===== src/rtl/seg7_scan_ctrl.sv =====
// Four-digit multiplexed 7-segment scan controller with a single shared hex decoder,
// frame-synchronous value loading, leading-zero blanking and frame-counted blinking.
module seg7_scan_ctrl #(
    parameter int PRESCALE     = 50000,
    parameter int BLINK_FRAMES = 32
) (
    input  logic        clk,
    input  logic        resetN,
    input  logic        load_valid,
    input  logic [15:0] load_value,
    output logic        load_ready,
    input  logic        blank_lz,
    input  logic        blink_en,
    output logic [6:0]  seg_n,
    output logic [3:0]  dig_sel_n
);

    localparam int TW = (PRESCALE > 2) ? $clog2(PRESCALE) : 1;
    localparam int FW = 8;

    logic [TW-1:0] tick_reg, tick_next;
    logic [1:0]    slot_reg, slot_next;
    logic [FW-1:0] frame_reg, frame_next;
    logic          phase_reg, phase_next;
    logic [15:0]   disp_reg, disp_next;
    logic [15:0]   pend_reg, pend_next;
    logic          pend_full_reg, pend_full_next;
    logic [6:0]    seg_n_reg, seg_n_next;
    logic [3:0]    dig_sel_n_reg, dig_sel_n_next;

    logic          tick_tc;
    logic          frame_wrap;
    logic          load_accept;
    logic [3:0]    digits [4];
    logic [3:0]    lz_blank;
    logic [3:0]    cur_digit;
    logic [6:0]    dec_out;
    logic          blank;

    assign tick_tc     = (tick_reg == TW'(PRESCALE - 1));
    assign frame_wrap  = tick_tc && (slot_reg == 2'd3);
    assign load_ready  = ~pend_full_reg;
    assign load_accept = load_valid && load_ready;

    // Digit i is a leading zero when it and every more-significant digit are zero.
    generate
        for (genvar gi = 0; gi < 4; gi++) begin : g_digit
            assign digits[gi] = disp_reg[4*gi +: 4];
            if (gi == 0) begin : g_lsd
                assign lz_blank[gi] = 1'b0;
            end else begin : g_upper
                assign lz_blank[gi] = blank_lz && (disp_reg[15:4*gi] == '0);
            end
        end
    endgenerate

    assign cur_digit = digits[slot_reg];

    always_comb begin
        dec_out = 7'h7F;
        case (cur_digit)
            4'h0: dec_out = 7'h40;
            4'h1: dec_out = 7'h79;
            4'h2: dec_out = 7'h24;
            4'h3: dec_out = 7'h30;
            4'h4: dec_out = 7'h19;
            4'h5: dec_out = 7'h12;
            4'h6: dec_out = 7'h02;
            4'h7: dec_out = 7'h78;
            4'h8: dec_out = 7'h00;
            4'h9: dec_out = 7'h18;
            4'hA: dec_out = 7'h08;
            4'hB: dec_out = 7'h03;
            4'hC: dec_out = 7'h46;
            4'hD: dec_out = 7'h21;
            4'hE: dec_out = 7'h06;
            4'hF: dec_out = 7'h0E;
            default: dec_out = 7'h7F;
        endcase
    end

    always_comb begin
        tick_next      = tick_reg + TW'(1);
        slot_next      = slot_reg;
        frame_next     = frame_reg;
        phase_next     = phase_reg;
        disp_next      = disp_reg;
        pend_next      = pend_reg;
        pend_full_next = pend_full_reg;

        if (tick_tc) begin
            tick_next = '0;
            slot_next = slot_reg + 2'd1;
        end

        if (frame_wrap) begin
            if (pend_full_reg) begin
                disp_next      = pend_reg;
                pend_full_next = 1'b0;
            end
            if (frame_reg == FW'(BLINK_FRAMES - 1)) begin
                frame_next = '0;
                phase_next = ~phase_reg;
            end else begin
                frame_next = frame_reg + FW'(1);
            end
        end

        // Acceptance implies pending was empty, so it never collides with a commit;
        // a load on the wrap edge therefore waits for the next wrap.
        if (load_accept) begin
            pend_next      = load_value;
            pend_full_next = 1'b1;
        end
    end

    always_comb begin
        blank          = (blink_en && phase_reg) || lz_blank[slot_reg];
        seg_n_next     = blank ? 7'h7F : dec_out;
        // All digits off on the first cycle of a slot to avoid ghosting.
        dig_sel_n_next = (tick_reg == '0) ? 4'hF : ~(4'b0001 << slot_reg);
    end

    always_ff @(posedge clk or negedge resetN) begin
        if (!resetN) begin
            tick_reg      <= '0;
            slot_reg      <= '0;
            frame_reg     <= '0;
            phase_reg     <= 1'b0;
            disp_reg      <= '0;
            pend_reg      <= '0;
            pend_full_reg <= 1'b0;
            seg_n_reg     <= 7'h7F;
            dig_sel_n_reg <= 4'hF;
        end else begin
            tick_reg      <= tick_next;
            slot_reg      <= slot_next;
            frame_reg     <= frame_next;
            phase_reg     <= phase_next;
            disp_reg      <= disp_next;
            pend_reg      <= pend_next;
            pend_full_reg <= pend_full_next;
            seg_n_reg     <= seg_n_next;
            dig_sel_n_reg <= dig_sel_n_next;
        end
    end

    assign seg_n     = seg_n_reg;
    assign dig_sel_n = dig_sel_n_reg;

endmodule


===== config.mk =====
export PLATFORM = sky130hd
export DESIGN_NAME = seg7_scan_ctrl
export DESIGN_NICKNAME = d
export VERILOG_FILES = /design/src/rtl/seg7_scan_ctrl.sv
export SDC_FILE = /design/constraint.sdc
export NUM_CORES = 1
export LEC_CHECK = 0
export CORE_ASPECT_RATIO = 1.5
export CORE_MARGIN = 2
export CORE_UTILIZATION = 61
export DETAILED_ROUTE_END_ITERATION = 8
export GPL_TIMING_DRIVEN = 1
export PLACE_DENSITY_LB_ADDON = 0.12
export SYNTH_ARGS = -nofsm -noshare
export SYNTH_HDL_FRONTEND = slang
export SYNTH_SLANG_ARGS = --single-unit

===== constraint.sdc =====
create_clock -name clk -period 5.2 [get_ports clk]
set_input_delay 1.04 -clock clk [delete_from_list [all_inputs] [get_ports clk]]
set_output_delay 1.04 -clock clk [all_outputs]
set_load 0.01 [all_outputs]

# Word level (Yosys, flattened, before mapping)
# Memories as Yosys holds them, arrays and structs flattened.
# Index checks and enable logic that the tools add are counted.
totals:
  ff_bits: 71
  rom_bits: 112
  in_bits: 21
  word_cells: 48
  mem_count: 1
op_classes:
  addsub: 3
  magnitude_cmp: 2
  n_eq_ne: 3
  shifts: 1
  muxes: 11
  n_bitwise: 4
  reduce_logical: 14
mem_list:
  columns: ["memory", "depth", "width", "rd", "rd_ports_with_merged_regs", "write_ports", "line_no", "text"]
  rows:
  - ["(no name shown)", 16, 7, 1, 0, 0, "61", "case (cur_digit)"]
ops:
  columns: ["op", "n"]
  rows:
  - ["adder 16 x 1 -> 16 bit (second input constant)", 1]
  - ["equality test 16 bit (second input constant)", 1]
  - ["zero test 16 bit", 1]
  - ["2-to-1 mux 16 bit", 1]
  - ["zero test 12 bit", 1]
  - ["2-to-1 mux 4 bit", 3]
  - ["adder 8 x 1 -> 8 bit (second input constant)", 1]
  - ["binary-select mux 4 bit (select 2 bit)", 1]
  - ["equality test 8 x 5 -> 1 bit (second input constant)", 1]
  - ["zero test 8 bit", 1]
  - ["2-to-1 mux 8 bit", 1]
  - ["2-to-1 mux 7 bit", 1]
  - ["logical AND 1 bit", 6]
  - ["zero test 4 bit", 1]
  - ["NOT 4 bit", 1]
  - ["AND reduction 2 bit", 2]
  - ["left shift 1 x 2 -> 4 bit (first input constant)", 1]
  - [">= comparator 3 bit (second input constant)", 1]
  - ["less-than comparator 2 x 3 -> 1 bit (second input constant)", 1]
  - ["2-to-1 mux 1 bit", 3]
  - ["NOT 2 -> 3 bit", 1]
  - ["adder 2 x 1 -> 2 bit (second input constant)", 1]
  - ["binary-select mux 1 bit (select 2 bit)", 1]
  - ["equality test 2 bit (second input constant)", 1]
  - ["other kinds (3)", 4]

# Depth between registers and ports, before layout
depth:
  depth_word: 6
  depth_mapped: 8
  mapped_depth_nobuf: 7

# Worst setup path before layout
# OpenSTA, ideal clock, no wires.
synth_path:
  path_type: "input -> register"
  from: "input port load_valid"
  to: "register pend_reg[0]"
  setup_ps: 125
  arrival_ps: 2119
  required_ps: 5075
  setup_slack_ps: 2956
  stages: 4
  path_cell_list: "nor2b_1 -> clkbuf_1 -> buf_1 -> mux2_2"
synth_via:
  elab_chain_len: 1
synth_lines:
  columns: ["element", "line_no", "text"]
  rows:
  - ["from (decl)", "9", "input logic load_valid,"]
  - ["logical AND 1 bit", "43", "assign load_accept = load_valid && load_ready;"]
  - ["to (signal assigned)", "141", "pend_reg <= pend_next;"]
  - ["to (decl)", "26", "logic [15:0] pend_reg, pend_next;"]
# No other way between the ends.
# A chain may end at the register's enable or synchronous reset.

# Worst setup path after layout
layout_path:
  from: "register pend_full_reg"
  to: "output port load_ready"
layout_via:
  elab_chain_len: 1
layout_lines:
  columns: ["element", "line_no", "text"]
  rows:
  - ["from (decl)", "27", "logic pend_full_reg, pend_full_next;"]
  - ["from (signal assigned)", "142", "pend_full_reg <= pend_full_next;"]
  - ["NOT 1 bit", "42", "assign load_ready = ~pend_full_reg;"]
  - ["to (decl)", "11", "output logic load_ready,"]
# No other way between the ends.

==> results.md <==
| Result | Value |
|:---|:---|
| Initial antenna violation count | 0 |
| Vias per std cell | 5.749 |
| Deepest level of the CTS H-tree | 3 |
| Synthesis-stage register bit count | 71 |
| Psw | 0.2154 mW |
| Sw Ratio | 0.2074 |
| Tightest Pin Transition | 856.5 ps |
| Sequential-to-total area share from yosys stat | 0.5384 |
| Cell area after layout | 3882 um2 |
| Power share of the sequential group | 0.553 |
| Area of the mapped netlist | 3326 um2 |
| Final clock period utilization by the worst path | 0.4834 |
| Required time of the critical path | 4160 ps |
| Clock input transition at the sequential cells of the worst setup and hold paths | 70 ps |
| Share of post-route cells with drive strength above 1 | 0.2283 |
| Post-layout nets | 339 |
| Most frequently used flop master after synthesis | dfrtp_1 |
| Number of DRC violations after detailed routing | 0 |
| Cell at the root of the clock tree | clkbuf_8 |
| Number of different library cells in the post-synthesis netlist | 41 |
| Cells after Synth | 269 |
| Core Footprint | 5205 um2 |
| Share of flip-flops with an asynchronous set or reset | 1.000 |
| Via count of the first global-routing pass | 2207 |
| First-pass GRT wire length | 10220 um |
| Syn Area/Cell | 12.36 um2 |
| Final setup TNS | 0 ps |
| Warning count from the yosys run | 0 |
| Type of the most critical hold path | reg2reg |
| Iteration count of the initial detailed-routing pass | 5 |
| TritonCTS sink count | 71 |
| Clock buffer count from CTS | 9 |
| Fmax | 0.3979 GHz |
| Worst voltage drop across the vdd grid | 0.1826 mV |
| Count of filler cells inserted in the layout | 355 |
| Total wire length | 5945 um |
| Die Area | 6070 um2 |
| Startpoint type of the worst setup path | register |
| Net count of the mapped netlist | 302 |
| Result of the run | finished, final reports clean |
| Starting density of the core | 0.6389 |
| Worst path arrival time | 1470 ps |
| Number of maximum-capacitance violations | 0 |
| Minimum clock period after layout | 2513 ps |
| Final hold viol count | 0 |
| Most used standard cell by instance count after synthesis | dfrtp_1 |
| Layout area overhead | 16.74% |
| Hold Buf Count CTS | 0 |
| Detailed Route Iter0 Violations | 83 |
| TritonCTS clock tree | built |
| Routed len/inst | 15.69 um |
| Largest area contributor in the synthesized netlist | dfrtp_1 |
| Cell-internal power | 0.8233 mW |
| Total grt overflow | 0 |
| Placed inst area | 3692 um2 |
| Tot GR Track Use | 0.2271 |
| Power density over the cells | 267.5 nW/um2 |
| Most frequent cells after synthesis | dfrtp_1, mux2_2, nand2_1, nor2_1, nand3_1 |
| Kind of critical path | reg2out |
| Sort of element at the end of the critical path | primary output |
| Cell-by-cell trace of the critical path | inv_1 -> clkdlybuf4s50_1 |
| Number of pins exceeding their max-slew limit in the final report | 0 |
| Die width | 64.29 um |
| Crit path buffers/inverters | 2 |
| Maximum number of pins on one net before global-route repair | 72 |
| Final setup viols | 0 |
| Number of buffers added on ports | 32 |
| Area fraction of the dominant cell type after synthesis | 0.4515 |
| Post-synth EDFFs | 0 |
| I/O pin total | 33 |
| Vias after detailed routing | 2179 |
| Max Fanout on Critical Path | 3 |
| Clock network latency to the later pin of the worst-skew pair | 350 ps |
| Maximum clock path buffer count | 2 |
| Reported leakage power | 1.694 nW |
| Share of power burned in the clock network | 0.409 |
| DPL Wire Length | 4215 um |
| Cell at the slowest stage of the critical path | clkdlybuf4s50_1 |
| Layout Skew | 7.957 ps |
| Setup repair after global routing missed its margin | false |
| Gate power share | 0.038 |
| Max incr delay on CP | 570 ps |
| Relative slew margins | 0.4290 |
| Leading post-synthesis cells by cell area | dfrtp_1, dfstp_2, mux2_2 |
| Routability congestion estimate | 0.8070 |
| Cell row count | 32 |
| Height of the die | 94.43 um |
| Cell family with most CP delay | buffers and inverters |
| Number of gates resized after CTS | 0 |
| Number of antenna repair diodes | 0 |
| Number of setup buffers added after CTS | 0 |
| Number of antenna-violating nets in the routed design | 0 |
-- placed cells by master, fill, tap and decap left out, drive strengths merged, types with 2 or more instances in the layout --
master,count
a21oi,6
and2,2
and3,2
buf,3
clkbuf,12
clkdlybuf4s50,31
clkinv,3
dfrtp,60
dfstp,11
ha,12
inv,11
mux2,33
mux2i,2
mux4,4
nand2,19
nand3,16
nand3b,2
nand4,5
nor2,20
nor2b,3
nor3,4
nor4,5
o21ai,10
o221ai,5
xnor2,8
xor2,11
-- path summary, 6_finish.rpt --
check                                   start           end  slack, ps  cells past startpoint
worst max-delay path            pend_full_reg    load_ready       2690                      2
worst min-delay path             frame_reg[7]  frame_reg[7]        480                      1
worst max register to register    tick_reg[0]   disp_reg[0]       2870                      6
worst min register to register   frame_reg[7]  frame_reg[7]        480                      1
max in group asynchronous              resetN  tick_reg[12]       3760                      2
min in group asynchronous              resetN   tick_reg[3]        890                      2
-- layer usage --
layer | part of all wire | up-vias | GRT usage
met5 | 0 | - | 0
met4 | 0.026 | 0 | 0.1223
met3 | 0.032 | 12 | 0.05006
met2 | 0.54 | 44 | 0.3932
met1 | 0.40 | 1106 | 0.2609
li1 | - | 1017 | -
-- power by group through the flow --
stage                     logic, mW  clock network, mW  registers, mW
after floorplan              0.0131                  0          0.582
after global placement       0.0387                  0          0.584
after detailed placement     0.0404                  0          0.585
after CTS                    0.0405              0.437          0.575
after global routing         0.0449              0.455          0.576
final                        0.0391              0.425          0.575
-- area by class of cell --
class                           count  area [um2]  share of cell area
Clock buffer                       12       145.1             0.03738
Clock inverter                      4       45.04             0.01160
Inverter                           11       41.29             0.01063
Multi-Input combinational cell    179        1445              0.3722
Sequential cell                    71        1790              0.4612
Tap cell                           68       85.08             0.02191
Timing Repair Buffer               34       330.3             0.08508
-- stage by stage --
stage	setup slack (ps)	power, mW	hold WS, ps	cells	util
3_5_place_dp	2799	0.6251	477.3	363	0.7094
3_3_place_gp	2828	0.6222	462.4	363	0.7094
4_1_cts	2656	1.052	485.6	379	0.7459
2_1_floorplan	2956	0.5951	441.9	269	-
5_1_grt	2639	1.076	516.4	379	0.7459
6_report	2687	1.039	479.0	379	0.7459
-- logic make-up (layout without fill, tap and decap cells) --
kind of cell / Yosys count / count (layout) / share of synthesized area
AND/OR/NAND/NOR: 84 / 84 / 0.1388
flip-flops: 71 / 71 / 0.5384
multiplexers: 39 / 39 / 0.1550
AO/OA/AOI/OAI: 25 / 25 / 0.04553
XOR/XNOR: 19 / 19 / 0.05004
buffers and inverters: 19 / 61 / 0.02709
adder cells (fa/ha/maj): 12 / 12 / 0.04515
Note: power is estimated with default switching activity, not from simulation.
